==> src/rtl/arb_pkg.sv <==
// Shared types and constants for the round-robin / fixed-priority arbiter.
package arb_pkg;

  typedef enum logic {
    IDLE = 1'b0,
    BUSY = 1'b1
  } arb_state_e;

  localparam int MODE_RR    = 0;
  localparam int MODE_FIXED = 1;

  // hold_cnt must reach MAX_HOLD, which may be as large as 255
  localparam int HOLD_W = 8;

  function automatic int id_width(input int n);
    return (n > 1) ? $clog2(n) : 1;
  endfunction

endpackage

==> src/rtl/rr_pick.sv <==
// Combinational selector: first set bit of (req & mask), scanning upward from start with wrap.
module rr_pick
  import arb_pkg::*;
#(
  parameter int N  = 4,
  parameter int IW = id_width(N)
) (
  input  logic [N-1:0]  req,
  input  logic [N-1:0]  mask,
  input  logic [IW-1:0] start,
  output logic          found,
  output logic [IW-1:0] index
);

  logic [N-1:0] cand;
  int           k;

  assign cand = req & mask;

  always_comb begin
    found = 1'b0;
    index = '0;
    k     = 0;
    for (int i = 0; i < N; i++) begin
      k = int'(start) + i;
      if (k >= N) k = k - N;
      if (!found && cand[k[IW-1:0]]) begin
        found = 1'b1;
        index = k[IW-1:0];
      end
    end
  end

endmodule

==> src/rtl/rr_arbiter.sv <==
// N-way arbiter with registered one-hot grant, round-robin or fixed priority,
// and a hold limit that forces hand-over when others are waiting.
module rr_arbiter
  import arb_pkg::*;
#(
  parameter int N        = 4,
  parameter int MODE     = 0,
  parameter int MAX_HOLD = 8
) (
  input  logic                    clk,
  input  logic                    rst_n,
  input  logic [N-1:0]            req,
  output logic [N-1:0]            gnt,
  output logic                    gnt_valid,
  output logic [id_width(N)-1:0]  gnt_id,
  output arb_state_e              state_dbg
);

  localparam int                IW       = id_width(N);
  localparam logic [N-1:0]      ONE      = {{(N-1){1'b0}}, 1'b1};
  localparam logic [IW-1:0]     LAST_IDX = IW'(N - 1);
  localparam logic [HOLD_W-1:0] HOLD_MAX = HOLD_W'(MAX_HOLD);

  arb_state_e        state;
  logic [HOLD_W-1:0] hold_cnt;
  logic [IW-1:0]     last_id;

  logic [N-1:0]      pick_mask;
  logic [IW-1:0]     pick_start;
  logic [IW-1:0]     pick_idx;
  logic              pick_found;
  logic              holder_req;
  logic              at_limit;
  logic              do_grant;
  logic              do_release;

  assign holder_req = req[gnt_id];
  assign at_limit   = (hold_cnt == HOLD_MAX);

  // While busy the holder is masked out: on release its req is low anyway,
  // and on a forced hand-over it must not win again.
  assign pick_mask  = (state == BUSY) ? ~(ONE << gnt_id) : '1;
  assign pick_start = (MODE == MODE_FIXED) ? '0 :
                      ((last_id == LAST_IDX) ? '0 : last_id + 1'b1);

  rr_pick #(
    .N  (N),
    .IW (IW)
  ) u_pick (
    .req   (req),
    .mask  (pick_mask),
    .start (pick_start),
    .found (pick_found),
    .index (pick_idx)
  );

  assign do_grant   = pick_found && ((state == IDLE) || !holder_req || at_limit);
  assign do_release = (state == BUSY) && !holder_req && !pick_found;
  assign state_dbg  = state;

  always_ff @(posedge clk or negedge rst_n) begin
    if (!rst_n) begin
      state     <= IDLE;
      gnt       <= '0;
      gnt_valid <= 1'b0;
      gnt_id    <= '0;
      hold_cnt  <= '0;
      last_id   <= LAST_IDX;
    end else if (do_grant) begin
      state     <= BUSY;
      gnt       <= ONE << pick_idx;
      gnt_valid <= 1'b1;
      gnt_id    <= pick_idx;
      hold_cnt  <= HOLD_W'(1);
      last_id   <= pick_idx;
    end else if (do_release) begin
      state     <= IDLE;
      gnt       <= '0;
      gnt_valid <= 1'b0;
      gnt_id    <= '0;
      hold_cnt  <= '0;
    end else if ((state == BUSY) && !at_limit) begin
      hold_cnt  <= hold_cnt + 1'b1;
    end
  end

endmodule

==> config.mk <==
export PLATFORM = sky130hd
export DESIGN_NAME = rr_arbiter
export DESIGN_NICKNAME = d
export VERILOG_FILES = /design/src/rtl/arb_pkg.sv /design/src/rtl/rr_pick.sv /design/src/rtl/rr_arbiter.sv
export SDC_FILE = /design/constraint.sdc
export NUM_CORES = 1
export LEC_CHECK = 0
export BUFFER_PORTS_ARGS = -buffer_cell sky130_fd_sc_hd__buf_2
export CORE_MARGIN = 1
export CORE_UTILIZATION = 38
export CTS_BUF_LIST = sky130_fd_sc_hd__clkbuf_2
export CTS_CLUSTER_SIZE = 20
export DETAILED_ROUTE_END_ITERATION = 6
export HOLD_SLACK_MARGIN = 0.05
export PLACE_DENSITY_LB_ADDON = 0.1
export SLEW_MARGIN = 20
export SYNTH_ARGS = -nofsm -noshare
export SYNTH_HDL_FRONTEND = slang
export SYNTH_SLANG_ARGS = --single-unit
==> constraint.sdc <==
create_clock -name clk -period 1.9 [get_ports clk]
set_input_delay 0.19 -clock clk [delete_from_list [all_inputs] [get_ports clk]]
set_output_delay 0.19 -clock clk [all_outputs]
set_load 0.03 [all_outputs]
Yosys cells after proc, flatten, opt, wreduce, memory -nomap -nowiden --
Cells that the tools add are included.
Storage, ports and cells: flip-flop bits (word level) 17, output and inout port bits 8, word-level logic and storage cells 80
Operators by class: $add $sub $neg 9, magnitude comparators 9, equality and inequality tests 2, shift operators 2, mux-type cells 33, bitwise gates (word level) 3, reductions and logical operators 17
Operators with widths (count):
- two-way mux 8 bit | 3
- two-way mux 2 bit | 11
- < comparator 2 x 3 -> 1 bit (second input constant) | 5
- two-way mux 4 bit | 3
- two-way mux 1 bit | 11
- binary-select mux 1 bit (select 2 bit) | 5
- greater-or-equal comparator 3 bit (second input constant) | 3
- adder 8 x 1 -> 8 bit (second input constant) | 1
- equality test 8 x 4 -> 1 bit (second input constant) | 1
- left shift 1 x 2 -> 4 bit (first input constant) | 2
- subtractor 2 x 1 -> 2 bit (second input constant) | 4
- logical AND 1 bit | 7
- adder 2 x 2 -> 3 bit (second input constant) | 2
- zero test 1 bit | 6
- bitwise AND 4 bit | 1
- inverter 4 bit | 1
- adder 2 x 1 -> 3 bit (second input constant) | 1
- greater-or-equal comparator 2 x 3 -> 1 bit (second input constant) | 1
- nonzero test 3 bit | 1
- adder 2 x 1 -> 2 bit (second input constant) | 1
- equality test 2 bit (second input constant) | 1
- logical OR 1 bit | 2
- nonzero test 2 bit | 1
- inverter 1 bit | 1

Depth between registers and ports, before layout --
depth after elaboration 20, gate-level depth with buffers 7, mapped depth without buffers 7

Modules after synthesis --
From an unflattened synthesis, not the netlist that was laid out.
Unflattened totals: cell total of the unflattened synthesis 100, area total of the unflattened synthesis 1029.7 sq um
Modules (own cells, without submodules):
- rr_arbiter | instances 1, cells an instance 86, area each 933.4 sq um, sequential area each 427.9 sq um
- rr_pick | instances 1, cells an instance 14, area each 96.3 sq um, sequential area each 0.0 sq um

Least setup slack after synthesis --
OpenSTA, ideal clock, no wires.
kind flip-flop to flip-flop, start reg state (netlist: state_dbg), end reg gnt[2], library setup time 123 ps, arrival 1870 ps, path slack -93 ps, cell stages (with the launch flop) 7, period minus slack after synthesis 1993 ps, cell sequence dfrtp_1 -> clkbuf_1 -> nor2b_1 -> a211oi_1 -> nor4b_2 -> a21oi_2 -> a2bb2o_2
On the way: longest elaborated chain between the ends 17, elaborated cells between the ends (all ways) 34
Ends and longest elaborated chain:
- start: declaration | RTL line rr_arbiter.sv:24 | arb_state_e state;
- start signal: assignment | RTL line rr_arbiter.sv:63 | state <= IDLE;
- start signal: assignment | RTL line rr_arbiter.sv:70 | state <= BUSY;
- start signal: assignment | RTL line rr_arbiter.sv:77 | state <= IDLE;
- two-way mux 4 bit | RTL line rr_arbiter.sv:42 | assign pick_mask = (state == BUSY) ? ~(ONE << gnt_id) : '1;
- bitwise AND 4 bit | RTL line rr_pick.sv:18 | assign cand = req & mask;
- binary-select mux 1 bit (select 2 bit) | RTL line rr_pick.sv:27 | if (!found && cand[k[IW-1:0]]) begin
- two-way mux 1 bit (implied by the code) | RTL line rr_pick.sv:27
- two-way mux 1 bit | RTL line rr_pick.sv:27
- zero test 1 bit | RTL line rr_pick.sv:27
- logical AND 1 bit | RTL line rr_pick.sv:27
- two-way mux 1 bit | RTL line rr_pick.sv:27
- zero test 1 bit | RTL line rr_pick.sv:27
- logical AND 1 bit | RTL line rr_pick.sv:27
- two-way mux 1 bit | RTL line rr_pick.sv:27
- zero test 1 bit | RTL line rr_pick.sv:27
- logical AND 1 bit | RTL line rr_pick.sv:27
- two-way mux 1 bit | RTL line rr_pick.sv:27
- zero test 1 bit | RTL line rr_arbiter.sv:58 | assign do_release = (state == BUSY) && !holder_req && !pick_found;
- logical AND 1 bit | RTL line rr_arbiter.sv:58
- nonzero test 2 bit (no source line)
- end signal: assignment | RTL line rr_arbiter.sv:71 | gnt <= ONE << pick_idx;
- end: declaration | RTL line rr_arbiter.sv:13 | output logic [N-1:0] gnt,
Several ways; a longest one is shown, not always the timed one. The select of a mux whose other input is x is not followed. A chain may end at the register's enable or synchronous reset.

Worst setup path after layout --
start reg last_id[1], end reg gnt[2]
On the way: longest elaborated chain between the ends 19, elaborated cells between the ends (all ways) 46
Ends and longest elaborated chain:
- start: declaration | RTL line rr_arbiter.sv:26 | logic [IW-1:0] last_id;
- start signal: assignment | RTL line rr_arbiter.sv:75 | last_id <= pick_idx;
- adder 2 x 1 -> 2 bit / equality test 2 bit (equally long branches) | RTL line rr_arbiter.sv:44 | ((last_id == LAST_IDX) ? '0 : last_id + 1'b1);
- two-way mux 2 bit (*) | RTL line rr_arbiter.sv:44
- parallel branches: the longest is 17 deep, another holds adder 2 x 1 -> 3 bit
Every way passes the cells marked *. The select of a mux whose other input is x is not followed.

==> impl_metrics.py <==
metrics = {
    "global_route": {
        "grtUsageTotal_pct": 16.9,
        "grt_overflow": 0,
        "grt_first_pass_wirelength_um": 4040,
        "grt_pass1_vias": 922,
        "antenna_found_initial": 0,
        "grt_max_degree": 18,
    },
    "timing": {
        "maxSlewHeadroom_pct": 71.1,
        "worst_pin_slew_ps": 431,
        "fin_crit_sh_pct": 98.3,
        "skew_ps": 2.75,
        "hold_viol_final": 0,
        "holdWs_ps": 330,
        "worst_slack_ps": 32.6,
        "max_clock_freq_mhz": 535,
        "timing.final.crit_period_ps": 1870,
        "setup_violations": 0,
        "maxSlewViolCount": 0,
        "rsz0062_at_grt": "true",
    },
    "logic_synthesis": {
        "syn_avg_cell_area_sq_um": 9.37,
        "netlist_instances": 116,
        "syn_area_sq_um": 1090,
        "netlist.area_leader.share_pct": 34.5,
        "async_flop_share_pct": 100,
        "synth_flop_cell": "dfrtp_1",
        "synthDistinctLibCells": 39,
        "synth-edff-count": 0,
        "synth_area_leader_cell": "dfrtp_1",
        "synth_common_cells": "dfrtp_1, nor2_1, nand2_1",
        "synth-seq-cells": 17,
        "synthesis.nets": 125,
        "ys_warn_count": 0,
        "seq_area_frac_synth_pct": 39.4,
        "synthTopCellsByArea": "dfrtp_1, nor2_1, dfstp_2",
    },
    "route": {
        "drc_errors": 0,
        "vias": 935,
        "drtIter0Drc": 46,
        "ant_nets": 0,
        "vias_per_cell": 5.28,
        "wl_per_cell_um": 13.9,
        "drt-pass1-iter-count": 4,
        "wl_um": 2460,
    },
    "cts": {
        "htreeDepth": 1,
        "clock_sinks": 17,
        "clock_latency_ps": 290,
        "path_clk_slew_ps": 170,
        "clockBufferDepth": 2,
        "cts-root-buf": "clkbuf_2",
        "cts_tree": "yes",
        "cts_buffers": 3,
    },
    "worst_setup_path": {
        "crit_type": "reg2reg",
        "cp.arrival_ps": 2080,
        "crit_required_ps": 2110,
        "timing.critical_path.to_type": "register",
        "cp-start-kind": "register",
        "cp_max_fo": 5,
    },
    "final_layout": {
        "area_delta_synth_final_pct": 31.4,
        "drive_gt1_share_pct": 39.0,
        "antenna_cells": 0,
        "postLayoutCellArea_sq_um": 1430,
        "fin_nets": 156,
    },
    "placed_design": {
        "routabilityCongestion": 0.795,
        "place_area_sq_um": 1290,
        "portBuffers": 13,
        "post-place-ws_ps": -97.9,
        "place_hpwl_um": 1780,
    },
    "floorplan": {
        "start_util_pct": 39.8,
        "ios": 14,
        "die_h_um": 55.5,
        "fp.dieW_um": 55.5,
        "placementRows": 19,
        "core_sq_um": 2730,
        "dieArea_sq_um": 3080,
    },
    "flow_run": {
        "cap_violations": 0,
    },
    "status": {
        "status": "finished clean",
    },
    "power": {
        "peakVddDrop_uv": 1080,
        "powerDensity_nw_per_um2": 1680,
        "leakagePower_nw": 0.641,
    },
    "worst_hold_path": {
        "min_path_type": "in2async",
    },
}
[cells by family after synthesis]
logic type	synth area share (%)
DFF	39.4
buffers and inverters	4.95
and+or+nand+nor	21.6
xor gates and xnor gates	5.64
AOI/OAI and AO/OA	20.1
adders and majority gates	3.45
muxes	4.83
[layout by cell type (no fill, tap or decap), types with 2 or more instances in the layout]
cell type,instances
a21oi_1,6
a21oi_2,2
buf_2,13
buf_4,15
clkbuf_2,3
dfrtp_1,14
dfstp_2,2
ha_1,2
inv_1,8
mux2i_1,2
nand2_1,9
nand2b_1,3
nand4_1,2
nor2_1,15
nor2b_1,3
nor3b_1,2
o21ai_0,5
o22ai_2,2
xnor2_1,3
xor2_1,3
[worst max-delay path, cell delays in order, from the launching register on]
cell,delay (ps)
dfstp_2,600
ha_4,240
mux2i_2,200
a211oi_2,60
nor4b_2,260
buf_4,170
a21oi_2,70
a2bb2o_4,200
[layer usage]
| metal | share of wire [%] | wire length (um) | global-route usage, % | vias up |
|---|---|---|---|---|
| met5 | 0 | 0 | 0 | - |
| met4 | 0.61 | 15 | 6.79 | 0 |
| met1 | 47 | 1170 | 21.3 | 450 |
| met3 | 3.0 | 75 | 4.45 | 2 |
| met2 | 49 | 1200 | 27.4 | 16 |
| li1 | - | - | - | 467 |
[timing repair]
| item | 4_1_cts | 5_1_grt |
|---|---|---|
| hold buffers | 1 | 0 |
| setup buffers | 0 | 0 |
| gates cloned | 0 | 0 |
| resized for setup | 4 | 18 |
| endpoints found under the setup margin | 6 | 13 |
| pin swaps | 3 | 8 |
| hold endpoints to repair | 15 | 0 |
[power breakdown]
part / switching, W / total [W] / internal (W)
clock: 0.000116 / 0.000164 / 0.0000477
sequential: 0.000113 / 0.000601 / 0.000488
combinational: 0.000851 / 0.00163 / 0.000779
total: 0.00108 / 0.00239 / 0.00131
[flip-flops by register name, summed over array words and instances, names as in the netlist]
name	cells
hold_cnt	8
last_id	2
gnt_id	2
gnt	4
state_dbg	1
[final timing paths]
kind / from / endpoint / slack [ps] / depth (start not counted)
worst max-delay path: last_id[1] / gnt[2] / 30 / 7
worst min-delay path: rst_n / gnt_id[0] / 330 / 2
worst max register to register: last_id[1] / gnt[2] / 30 / 7
worst min register to register: last_id[1] / last_id[1] / 530 / 2
max in group asynchronous: rst_n / last_id[1] / 1240 / 2
min in group clk: req[1] / last_id[1] / 480 / 5
[cell type report]
cell class / instances / area [sq um]
well taps: 31 / 38.8
clock inverters: 1 / 5.00
clock buffers: 3 / 15.0
multi-input cells: 87 / 712
repair buffers: 30 / 199
flip-flops and latches: 17 / 429
fillers: 252 / 1310
inverters: 8 / 30.0
[per-stage QoR]
stage          std cells  TNS, ps  util [%]  power [W]
6_report             177        0      52.3    0.00239
2_1_floorplan        116     -244         -    0.00151
3_5_place_dp         172     -393      47.1    0.00196
5_1_grt              177    -26.4      52.3    0.00259
3_3_place_gp         172     -161      47.1    0.00194
4_1_cts              177        0      48.7    0.00219
No activity file was read; power rests on OpenSTA's default activity.
